**src/rtl/ksubs3_noc16_tx_arbiter_if.sv**
```systemverilog
// Requester-side and Noc16 Tx-side bundle for the Tx channel arbiter.
// master: the arbiter's view; slave: the requesters + Noc16 port view.
interface ksubs3_noc16_tx_arbiter_if #(
    parameter int NREQ = 4
);
    logic [NREQ*64-1:0] req_lo;
    logic [NREQ*8-1:0]  req_cmd;
    logic [NREQ-1:0]    req_last;
    logic [NREQ-1:0]    req_valid;
    logic [NREQ-1:0]    req_rdy;
    logic [63:0]        tx_lo;
    logic [7:0]         tx_cmd;
    logic               tx_valid;
    logic               tx_rdy;

    modport master (
        input  req_lo, req_cmd, req_last, req_valid, tx_rdy,
        output req_rdy, tx_lo, tx_cmd, tx_valid
    );

    modport slave (
        output req_lo, req_cmd, req_last, req_valid, tx_rdy,
        input  req_rdy, tx_lo, tx_cmd, tx_valid
    );
endinterface

```
**src/rtl/ksubs3_noc16_tx_arbiter.sv**
```systemverilog
// Packet-granular round-robin arbiter for the Ksubs3 Noc16 Tx channel.
// A grant is locked from the IDLE arbitration cycle until the last beat
// (or the MAXBEATS-th beat) is accepted; the data path is a pure mux.
module ksubs3_noc16_tx_arbiter #(
    parameter int NREQ     = 4,
    parameter int MAXBEATS = 16
) (
    input  logic                             clk,
    input  logic                             ARESET_N,
    ksubs3_noc16_tx_arbiter_if.master        bus,
    output logic                             grant_valid,
    output logic [2:0]                       grant_id,
    output logic                             overrun,
    output logic [31:0]                      pkt_count
);
    localparam int IW = (NREQ > 1) ? $clog2(NREQ) : 1;

    typedef enum logic {IDLE, LOCKED} state_t;

    state_t                  state;
    logic [2:0]              rr_ptr;
    logic [7:0]              beat_cnt;

    logic [NREQ-1:0][63:0]   lo_arr;
    logic [NREQ-1:0][7:0]    cmd_arr;
    logic [IW-1:0]           gsel;
    logic                    locked;
    logic                    xfer;
    logic                    pkt_end;
    logic                    win_found;
    logic [2:0]              win;

    assign lo_arr  = bus.req_lo;
    assign cmd_arr = bus.req_cmd;
    assign gsel    = grant_id[IW-1:0];
    assign locked  = (state == LOCKED);

    // Zero-latency passthrough of the locked requester; everything idle otherwise.
    always_comb begin
        bus.tx_lo    = '0;
        bus.tx_cmd   = '0;
        bus.tx_valid = 1'b0;
        bus.req_rdy  = '0;
        if (locked) begin
            bus.tx_lo       = lo_arr[gsel];
            bus.tx_cmd      = cmd_arr[gsel];
            bus.tx_valid    = bus.req_valid[gsel];
            bus.req_rdy[gsel] = bus.tx_rdy;
        end
    end

    assign xfer    = locked && bus.tx_valid && bus.tx_rdy;
    // The MAXBEATS-th beat ends the packet whether or not it carries last.
    assign pkt_end = xfer && (bus.req_last[gsel] || (beat_cnt == 8'(MAXBEATS - 1)));

    // Round-robin search starting just after the previous winner.
    always_comb begin
        logic [IW-1:0] idx;
        win_found = 1'b0;
        win       = '0;
        idx       = '0;
        for (int k = 1; k <= NREQ; k++) begin
            idx = IW'((int'(rr_ptr) + k) % NREQ);
            if (!win_found && bus.req_valid[idx]) begin
                win_found = 1'b1;
                win       = 3'(idx);
            end
        end
    end

    // Grant FSM, beat watchdog and packet accounting.
    always_ff @(posedge clk) begin
        if (!ARESET_N) begin
            state       <= IDLE;
            rr_ptr      <= 3'(NREQ - 1);
            beat_cnt    <= '0;
            grant_valid <= 1'b0;
            grant_id    <= '0;
            overrun     <= 1'b0;
            pkt_count   <= '0;
        end else begin
            case (state)
                IDLE: begin
                    if (win_found) begin
                        grant_id    <= win;
                        grant_valid <= 1'b1;
                        beat_cnt    <= '0;
                        state       <= LOCKED;
                    end
                end
                LOCKED: begin
                    if (xfer) begin
                        beat_cnt <= beat_cnt + 8'd1;
                        if (pkt_end) begin
                            state       <= IDLE;
                            grant_valid <= 1'b0;
                            rr_ptr      <= grant_id;
                            pkt_count   <= pkt_count + 32'd1;
                            if (!bus.req_last[gsel])
                                overrun <= 1'b1;
                        end
                    end
                end
                default: state <= IDLE;
            endcase
        end
    end
endmodule

```
**src/flat_wrapper.sv**
```systemverilog
// flat-port wrapper written by rule: the top's interface ports become plain ports
module ksubs3_noc16_tx_arbiter_flat 
#(
    parameter int NREQ     = 4,
    parameter int MAXBEATS = 16
)
  (clk, ARESET_N, grant_valid, grant_id, overrun, pkt_count, bus_req_lo, bus_req_cmd, bus_req_last, bus_req_valid, bus_tx_rdy, bus_req_rdy, bus_tx_lo, bus_tx_cmd, bus_tx_valid);
  ksubs3_noc16_tx_arbiter_if #(.NREQ(NREQ)) bus_i ();
  input  logic clk;
  input  logic ARESET_N;
  output logic grant_valid;
  output logic [2:0] grant_id;
  output logic overrun;
  output logic [31:0] pkt_count;
  input wire logic [$bits(bus_i.req_lo)-1:0] bus_req_lo;
  input wire logic [$bits(bus_i.req_cmd)-1:0] bus_req_cmd;
  input wire logic [$bits(bus_i.req_last)-1:0] bus_req_last;
  input wire logic [$bits(bus_i.req_valid)-1:0] bus_req_valid;
  input wire logic [$bits(bus_i.tx_rdy)-1:0] bus_tx_rdy;
  output wire logic [$bits(bus_i.req_rdy)-1:0] bus_req_rdy;
  output wire logic [$bits(bus_i.tx_lo)-1:0] bus_tx_lo;
  output wire logic [$bits(bus_i.tx_cmd)-1:0] bus_tx_cmd;
  output wire logic [$bits(bus_i.tx_valid)-1:0] bus_tx_valid;
  assign bus_i.req_lo = bus_req_lo;
  assign bus_i.req_cmd = bus_req_cmd;
  assign bus_i.req_last = bus_req_last;
  assign bus_i.req_valid = bus_req_valid;
  assign bus_i.tx_rdy = bus_tx_rdy;
  assign bus_req_rdy = bus_i.req_rdy;
  assign bus_tx_lo = bus_i.tx_lo;
  assign bus_tx_cmd = bus_i.tx_cmd;
  assign bus_tx_valid = bus_i.tx_valid;
  ksubs3_noc16_tx_arbiter #(.NREQ(NREQ), .MAXBEATS(MAXBEATS)) u_core (.clk(clk), .ARESET_N(ARESET_N), .bus(bus_i), .grant_valid(grant_valid), .grant_id(grant_id), .overrun(overrun), .pkt_count(pkt_count));
endmodule
```
**config.mk**
```make
export PLATFORM = sky130hd
export DESIGN_NAME = ksubs3_noc16_tx_arbiter_flat
export DESIGN_NICKNAME = d
export VERILOG_FILES = /design/src/rtl/ksubs3_noc16_tx_arbiter_if.sv /design/src/rtl/ksubs3_noc16_tx_arbiter.sv /design/src/flat_wrapper.sv
export SDC_FILE = /design/constraint.sdc
export NUM_CORES = 1
export LEC_CHECK = 0
export CORE_AREA = 2 2 161 163
export CTS_CLUSTER_DIAMETER = 50
export DETAILED_ROUTE_END_ITERATION = 10
export DIE_AREA = 0 0 163 165
export GPL_TIMING_DRIVEN = 0
export HOLD_SLACK_MARGIN = 0.1
export PLACE_DENSITY = 0.62
export SLEW_MARGIN = 25
export SYNTH_ARGS = -nofsm -noshare
export SYNTH_HDL_FRONTEND = slang
export SYNTH_SLANG_ARGS = --single-unit
export TNS_END_PERCENT = 5
```
**constraint.sdc**
```tcl
create_clock -name clk -period 2.4 [get_ports clk]
set_clock_uncertainty 0.2 [all_clocks]
set_input_delay 0.48 -clock clk [delete_from_list [all_inputs] [get_ports clk]]
set_output_delay 0.48 -clock clk [all_outputs]
set_load 0.01 [all_outputs]
```
* After elaboration in Yosys (flattened, before gate mapping)
Cells that the tools add are included.
Word-level totals: output and inout bits 114, word-level logic and storage cells 83, bits in registers 47
Cells by class: reduce and logical (&&, ||, !) cells 16, magnitude comparators 6, equal/unequal tests 4, add/subtract/negate cells 6, bitwise logic cells 3, mux-type cells 41
Operator list (count):
- $bmux 64 s2 | 1
- $mux 64 | 2
- $add 32x1->32 const B | 1
- $mux 8 | 4
- $mux 1 | 18
- $bmux 8 s2 | 1
- $pmux 8 s2 | 1
- $lt 2x3->1 const B | 5
- $bmux 1 s2 | 6
- $add 8x1->8 const B | 1
- $eq 8x4->1 const B | 1
- $mux 2 | 4
- $logic_and 1x1->1 | 7
- $reduce_and 3->1 | 2
- $add 2x1->2 const B | 2
- $add 2x2->2 const B | 2
- $and 4x4->4 | 1
- $mux 4 | 1
- $ne 2x2->1 const B | 2
- $pmux 1 s2 | 2
- $reduce_and 2->1 | 2
- $reduce_and 4->1 | 1
- $logic_not 1->1 | 3
- $demux 1 s2 | 1
- other kinds (4) | 5

* Logic depth before layout (Yosys ltp)
Gate-level depths: netlist (run 1).
word-level depth 15, gate-level depth with buffers 8, mapped depth without buffers 6

* Least setup slack after synthesis (run 1)
OpenSTA, ideal clock, no wires.
path type register to output, from reg u_core.grant_id[0], to out bus_tx_lo[23], slack -0.050 ns, path buffers 3, arrival time 1.770 ns, cell stages (with the launch flop) 6, required time 1.720 ns, cells stage by stage dfxtp_1 buf_4 buf_2 buf_2 mux4_2 and2_1
On the way: longest elaborated chain between the ends 3
RTL lines:
- start: declaration | RTL line ksubs3_noc16_tx_arbiter.sv:12 | output logic [2:0] grant_id,
- start signal: assignment | RTL line ksubs3_noc16_tx_arbiter.sv:85 | grant_id <= win;
- $bmux 64 s2 | RTL line ksubs3_noc16_tx_arbiter.sv:45 | bus.tx_lo = lo_arr[gsel];
- $mux 64 (implied by the code) | RTL line ksubs3_noc16_tx_arbiter.sv:45
- $mux 64 | RTL line ksubs3_noc16_tx_arbiter.sv:44 | if (locked) begin
- end: declaration | RTL line flat_wrapper.sv:21 | output wire logic [$bits(bus_i.tx_lo)-1:0] bus_tx_lo;
Every way passes these cells. The select of a mux whose other input is x is not followed.

* Worst setup path in the final report (run 1)
from reg u_core.grant_id[0], to out bus_tx_lo[31]
The elaborated chain is that of the path after synthesis.

==> flow_summary.json, run 1 <==
{
  "grt_pass1_vias": 5852,
  "startpoint_type": "flop",
  "hold_depth": 2,
  "crit_start": "u_core.grant_id[0]",
  "grt_pass1_wl_mm": 40.5,
  "syn_area_mm2": 0.00450,
  "period_needed_ps": 2660,
  "wl_mm": 29.9,
  "clkLatencyLatePin_ps": 280,
  "min_from": "u_core.grant_valid",
  "synth.distinct_cells": 43,
  "cts_tree": "done",
  "synth_cells": 445,
  "die_h_um": 165,
  "root_buffer": "clkbuf_16",
  "ioPinCount": 413,
  "p_leak_nw": 3.67,
  "dieWidth_um": 163,
  "seq_power_share_pct": 22.6,
  "grt_start_max_net_pins": 15,
  "first_pass_iters": 5,
  "syn_nets": 746,
  "core_region_area_mm2": 0.0250,
  "ys_ff_latch": 47,
  "place_inst": 1186,
  "cp_data_arrival_time_ps": 1980,
  "rr_startpoint": "u_core.grant_id[0]",
  "cts_max_level": 2,
  "vdd_drop_max_mv": 0.252,
  "timing.final.crit_share_pct": 111,
  "synth_top_flop_cell": "dfxtp_1",
  "setup_ws_ps": -258,
  "nets": 1195,
  "grt_remaining_overflow": 0,
  "num_vias": 5756,
  "rr_worst_depth": 9,
  "rsz0062_at_grt": "yes",
  "intPower_mw": 2.55,
  "dpl.hpwl_mm": 24.7,
  "layout_common_cells": "clkdlybuf4s50_1, mux4_2, buf_6, and2_4, dfxtp_1",
  "routedWlPerCell_um": 24.2,
  "synthArstFlopShare_pct": 0,
  "powerDensity_mw_per_mm2": 355,
  "routed_via_density": 4.68,
  "tightest_slew_ps": 594,
  "layout_commonest_cell": "clkdlybuf4s50_1",
  "ant_nets": 0,
  "fin_cells": 1231,
  "critPathCapture": "bus_tx_lo[31]",
  "slew_headroom_pct": 60.4,
  "track_usage_pct": 21.0,
  "place.gp.congestion": 0.918,
  "critical_path_class": "flop to output port",
  "setup_violations": 73,
  "maxCapViolCount": 0,
  "cp_max_fo": 7,
  "dieArea_mm2": 0.0269,
  "p_sw_uw": 986,
  "critical_path_required_ps": 1720,
  "drc": 0,
  "clockBufferDepth": 2,
  "dp_slack_ps": -1050,
  "swShare_pct": 27.9,
  "clock_sinks": 47,
  "antenna_found_initial": 14,
  "cts_buffers": 5,
  "cts_hold_buffers": 0,
  "fin_area_mm2": 0.00996,
  "start_util_pct": 18.0,
  "synth_edf_count": 0,
  "end_kind": "output port",
  "status": "finished, violations left",
  "violations": "negative setup slack",
  "hold_class": "flop to flop",
  "multiInputGateArea_mm2": 0.00351,
  "regToRegEndpoint": "u_core.pkt_count[0]",
  "place.port_buffers": 411,
  "drtIter0Drc": 394,
  "rows": 58,
  "fillers": 2493,
  "yosysSeqAreaShare_pct": 20.9,
  "power_mw": 3.54,
  "max_freq_ghz": 0.376,
  "cts.clk_slew.worst_paths_ps": 70,
  "final-hold-violation-count": 0,
  "worst-r2r-setup-slack_ps": 20,
  "pwr-share-comb_pct": 54.4,
  "clockPowerShare_pct": 23.0,
  "area_delta_synth_final_pct": 122,
  "avgSynthCellArea_um2": 10.1,
  "slew_viol_final": 0,
  "drive_gt1_share_pct": 31.7,
  "seq_area_um2": 942,
  "yosysWarnings": 0,
  "dpl_cell_area_mm2": 0.00902
}
[what timing repair did]
| item | CTS | global route |
|---|---|---|
| hold endpoints to repair | 0 | 0 |
| gates resized for setup | 446 | 58 |
| setup endpoints to repair | 91 | 108 |
| pin swaps | 24 | 7 |
| setup buffers | 21 | 6 |
| cloned | 4 | 0 |
[registers in the layout (all words and copies together), names as in the netlist]
register and cells:
u_core.pkt_count 32, u_core.grant_id 2, u_core.locked 1, u_core.rr_ptr 2
u_core.beat_cnt 8, u_core.overrun 1, u_core.grant_valid 1
[power groups by stage]
| stage | Clock (mW) | Combinational [mW] | Sequential [mW] |
|---|---|---|---|
| after floorplan | 0 | 0.640 | 0.819 |
| after global placement | 0 | 1.59 | 0.818 |
| after CTS | 0.830 | 1.83 | 0.801 |
| after global routing | 0.866 | 2.02 | 0.802 |
| final | 0.814 | 1.92 | 0.801 |
| after detailed placement | 0 | 1.59 | 0.817 |
[worst max-delay path, cell delays in order (launching register included)]
cell,delay (ps)
dfxtp_2,340
buf_8,120
buf_12,140
buf_8,130
buf_16,120
mux4_2,540
and2_4,160
buf_6,130
[metrics by stage]
step	hold slack, ps	setup TNS [ps]	util, %
after floorplan	265	-2030	-
after global placement	258	-68270	36.0
after detailed placement	261	-69700	36.0
after CTS	270	-13080	38.7
after global routing	308	-17760	39.7
final	264	-12510	39.8
[cell type report]
class	count	area share, %
clock inverters	2	0.352
well taps	330	4.15
clock buffers	6	1.39
flip-flops and latches	47	9.46
inverters	7	0.264
diodes	6	0.151
plain buffers	38	4.02
multi-input cells	353	35.3
repair buffers	442	44.9
[synthesized netlist by cell type (all sizes together) (4+ instances only)]
master,count,area share [%]
o21ai,10,1.1
nand2,23,2.0
mux4,73,37
nand3,19,2.7
and3,4,0.56
buf,18,2.4
nand4,9,1.3
or3,10,1.4
xnor2,15,2.9
nor2,36,3.0
clkbuf,20,1.7
a21oi,21,2.3
inv,7,0.58
a211oi,4,0.67
and4,5,0.97
xor2,8,1.6
dfxtp,47,21
nor4,6,0.97
nor3,8,0.89
and2,73,10
[per-layer routing]
layer / vias up / GRT usage (%) / wire length (um)
met3: 56 / 9.64 / 3780
met1: 2793 / 25.8 / 11800
met5: - / 0 / 76
li1: 2599 / - / -
met2: 296 / 33.7 / 13600
met4: 12 / 4.83 / 609
[cell families after synthesis]
family | Yosys count | synth area share [%]
other | 1 | 0.0834
xor gates and xnor gates | 23 | 4.48
AOI/OAI and AO/OA | 50 | 6.93
and+or+nand+nor | 202 | 25.3
muxes | 75 | 37.0
buffers and inverters | 45 | 4.70
adders and majority gates | 2 | 0.556
DFF | 47 | 20.9
[worst min path at each step]
stage	to	slack (ps)
after floorplan	u_core.beat_cnt[1]	260
after global placement	u_core.grant_valid	260
after detailed placement	u_core.grant_valid	260
after CTS	u_core.grant_valid	270
after global routing	u_core.grant_valid	310
final	u_core.grant_valid	260
(Power assumes the default switching activity.)
==> run 2: changes to the inputs <==
--- a/config.mk
+++ b/config.mk
@@ -5,13 +5,13 @@
 export SDC_FILE = /design/constraint.sdc
 export NUM_CORES = 1
 export LEC_CHECK = 0
-export CORE_AREA = 2 2 161 163
+export CORE_AREA = 2 2 158 160
 export CTS_CLUSTER_DIAMETER = 50
 export DETAILED_ROUTE_END_ITERATION = 10
-export DIE_AREA = 0 0 163 165
+export DIE_AREA = 0 0 160 162
 export GPL_TIMING_DRIVEN = 0
 export HOLD_SLACK_MARGIN = 0.1
-export PLACE_DENSITY = 0.62
+export PLACE_DENSITY = 0.61
 export SLEW_MARGIN = 25
 export SYNTH_ARGS = -nofsm -noshare
 export SYNTH_HDL_FRONTEND = slang
==> constraint.sdc (replaced) <==
create_clock -name clk -period 2.79 [get_ports clk]
set_clock_uncertainty 0.2 [all_clocks]
set_input_delay 0.558 -clock clk [delete_from_list [all_inputs] [get_ports clk]]
set_output_delay 0.558 -clock clk [all_outputs]
set_load 0.02 [all_outputs]
==> run 2 against run 1 <==
Net effect: the flow still finishes with violations (negative setup slack); wire length up 0.13%; critical path type unchanged; critical endpoint is now bus_tx_lo[62]; final area down 7.6%; highest routed layer unchanged; worst setup slack better by 220 ps.
==> flow_summary.json, run 2 (synthesis results as in run 1) <==
{
  "startpoint_type": "flop",
  "power_mw": 2.84,
  "max_freq_ghz": 0.354,
  "largest-register": "u_core.pkt_count",
  "drtIter0Drc": 344,
  "slew_headroom_pct": 59.5,
  "cts.clk_slew.worst_paths_ps": 60,
  "dieWidth_um": 160,
  "dpl.hpwl_mm": 25.6,
  "rows": 57,
  "core_region_area_mm2": 0.0241,
  "drive_gt1_share_pct": 20.8,
  "critical_path_required_ps": 2030,
  "routedLengthMet1_mm": 12.1,
  "area_delta_synth_final_pct": 105,
  "layout_common_cells": "clkdlybuf4s50_1, mux4_2, and2_1",
  "post-route-util_pct": 38.2,
  "drc": 0,
  "tightest_slew_ps": 607,
  "track_usage_pct": 22.3,
  "routed_via_density": 4.73,
  "die_h_um": 162,
  "wl_met3_mm": 3.83,
  "grt_start_max_net_pins": 14,
  "nets": 1167,
  "clock_sinks": 47,
  "highest_layer": "met5",
  "first_pass_iters": 5,
  "grt_remaining_overflow": 0,
  "p_leak_nw": 3.31,
  "cts_max_level": 2,
  "maxCapViolCount": 0,
  "wl_mm": 29.9,
  "critical_path_class": "flop to output port",
  "num_vias": 5671,
  "antenna_found_initial": 17,
  "clkLatencyLatePin_ps": 290,
  "cp_max_fo": 10,
  "start_util_pct": 18.7,
  "powerDensity_mw_per_mm2": 309,
  "hold_class": "flop to flop",
  "fillers": 2497,
  "setup_ws_ps": -35.0,
  "layout_commonest_cell": "clkdlybuf4s50_1",
  "setup_tns_ps": -51.5,
  "final-hold-violation-count": 0,
  "wl_met2_mm": 13.3,
  "period_needed_ps": 2820,
  "slew_viol_final": 0,
  "largest_reg_flops": 32,
  "cts_tree": "done",
  "ioPinCount": 413,
  "ant_nets": 0,
  "dpl_cell_area_mm2": 0.00902,
  "grt_pass1_wl_mm": 41.9,
  "end_kind": "output port",
  "dieArea_mm2": 0.0259,
  "place.port_buffers": 411,
  "routedWlPerCell_um": 24.9,
  "clockBufferDepth": 2,
  "grt_pass1_vias": 5866,
  "root_buffer": "clkbuf_16",
  "setup_violations": 4,
  "violations": "negative setup slack",
  "cts_buffers": 5,
  "seq_area_um2": 942,
  "rsz0062_at_grt": "yes",
  "cts_hold_buffers": 0,
  "multiInputGateArea_mm2": 0.00337,
  "reg_top3": "u_core.pkt_count x32, u_core.beat_cnt x8",
  "fin_area_mm2": 0.00920,
  "vdd_drop_max_mv": 0.244,
  "cp_data_arrival_time_ps": 2070,
  "timing.final.crit_share_pct": 101,
  "status": "finished, violations left",
  "place.gp.congestion": 0.909
}
## run 2: cell count changes in the layout (fill, tap and decap cells not counted), moves of 5 or more
cell and change:
and2_1 +44, and2_4 -44, buf_12 -6, buf_4 -11, buf_6 -42, buf_8 -7
clkbuf_1 +5, clkbuf_2 +17, dlygate4sd2_1 +10
## run 2: metal layers
| layer | track usage, % | up-vias |
|---|---|---|
| met5 | 0 | - |
| met4 | 5.32 | 10 |
| met3 | 10.6 | 43 |
| met2 | 34.8 | 299 |
| met1 | 28.1 | 2774 |
| li1 | - | 2545 |
## run 2: what timing repair did
item / in CTS / in global routing
pin swaps: 2 / 0
buffers inserted: 0 / 3
setup endpoints to repair: 77 / 60
gates resized for setup: 222 / 87
## run 2: final timing paths
| check | startpoint | endpoint | slack, ps | cells past startpoint |
|---|---|---|---|---|
| min | u_core.grant_valid | u_core.grant_valid | 260 | 2 |
| max reg2reg | u_core.grant_id[0] | u_core.pkt_count[0] | 440 | 7 |
| max | u_core.grant_id[0] | bus_tx_lo[62] | -30 | 6 |
| min reg2reg | u_core.grant_valid | u_core.grant_valid | 260 | 2 |
## run 2: per-stage QoR
stage          std cells  setup WS (ps)  hold slack, ps
3_5_place_dp        1180           -974             256
3_3_place_gp        1180           -975             248
4_1_cts             1187           -169             265
6_report            1199          -35.0             260
2_1_floorplan        445            136             265
5_1_grt             1195           -101             290
## run 2: where the power goes
part	total [mW]	switching [mW]	internal, mW	leakage (nW)
clock network	0.673	0.254	0.419	0.0770
registers	0.690	0.00932	0.680	0.380
logic	1.48	0.629	0.853	2.85
## run 2: layout make-up
class	instances	share of cell area (%)
Antenna cell	9	0.245
Buffer	38	4.16
Clock buffer	6	1.40
Clock inverter	1	0.326
Inverter	7	0.285
Multi-Input combinational cell	353	36.6
Sequential cell	47	10.2
Tap cell	324	4.40
Timing Repair Buffer	414	42.4
## run 2: critical path, cell delays in order, from the launching register on
cell and delay (ps):
dfxtp_2 340, buf_8 150, buf_12 160, buf_12 150
mux4_2 510, and2_1 180, clkdlybuf4s15_2 270
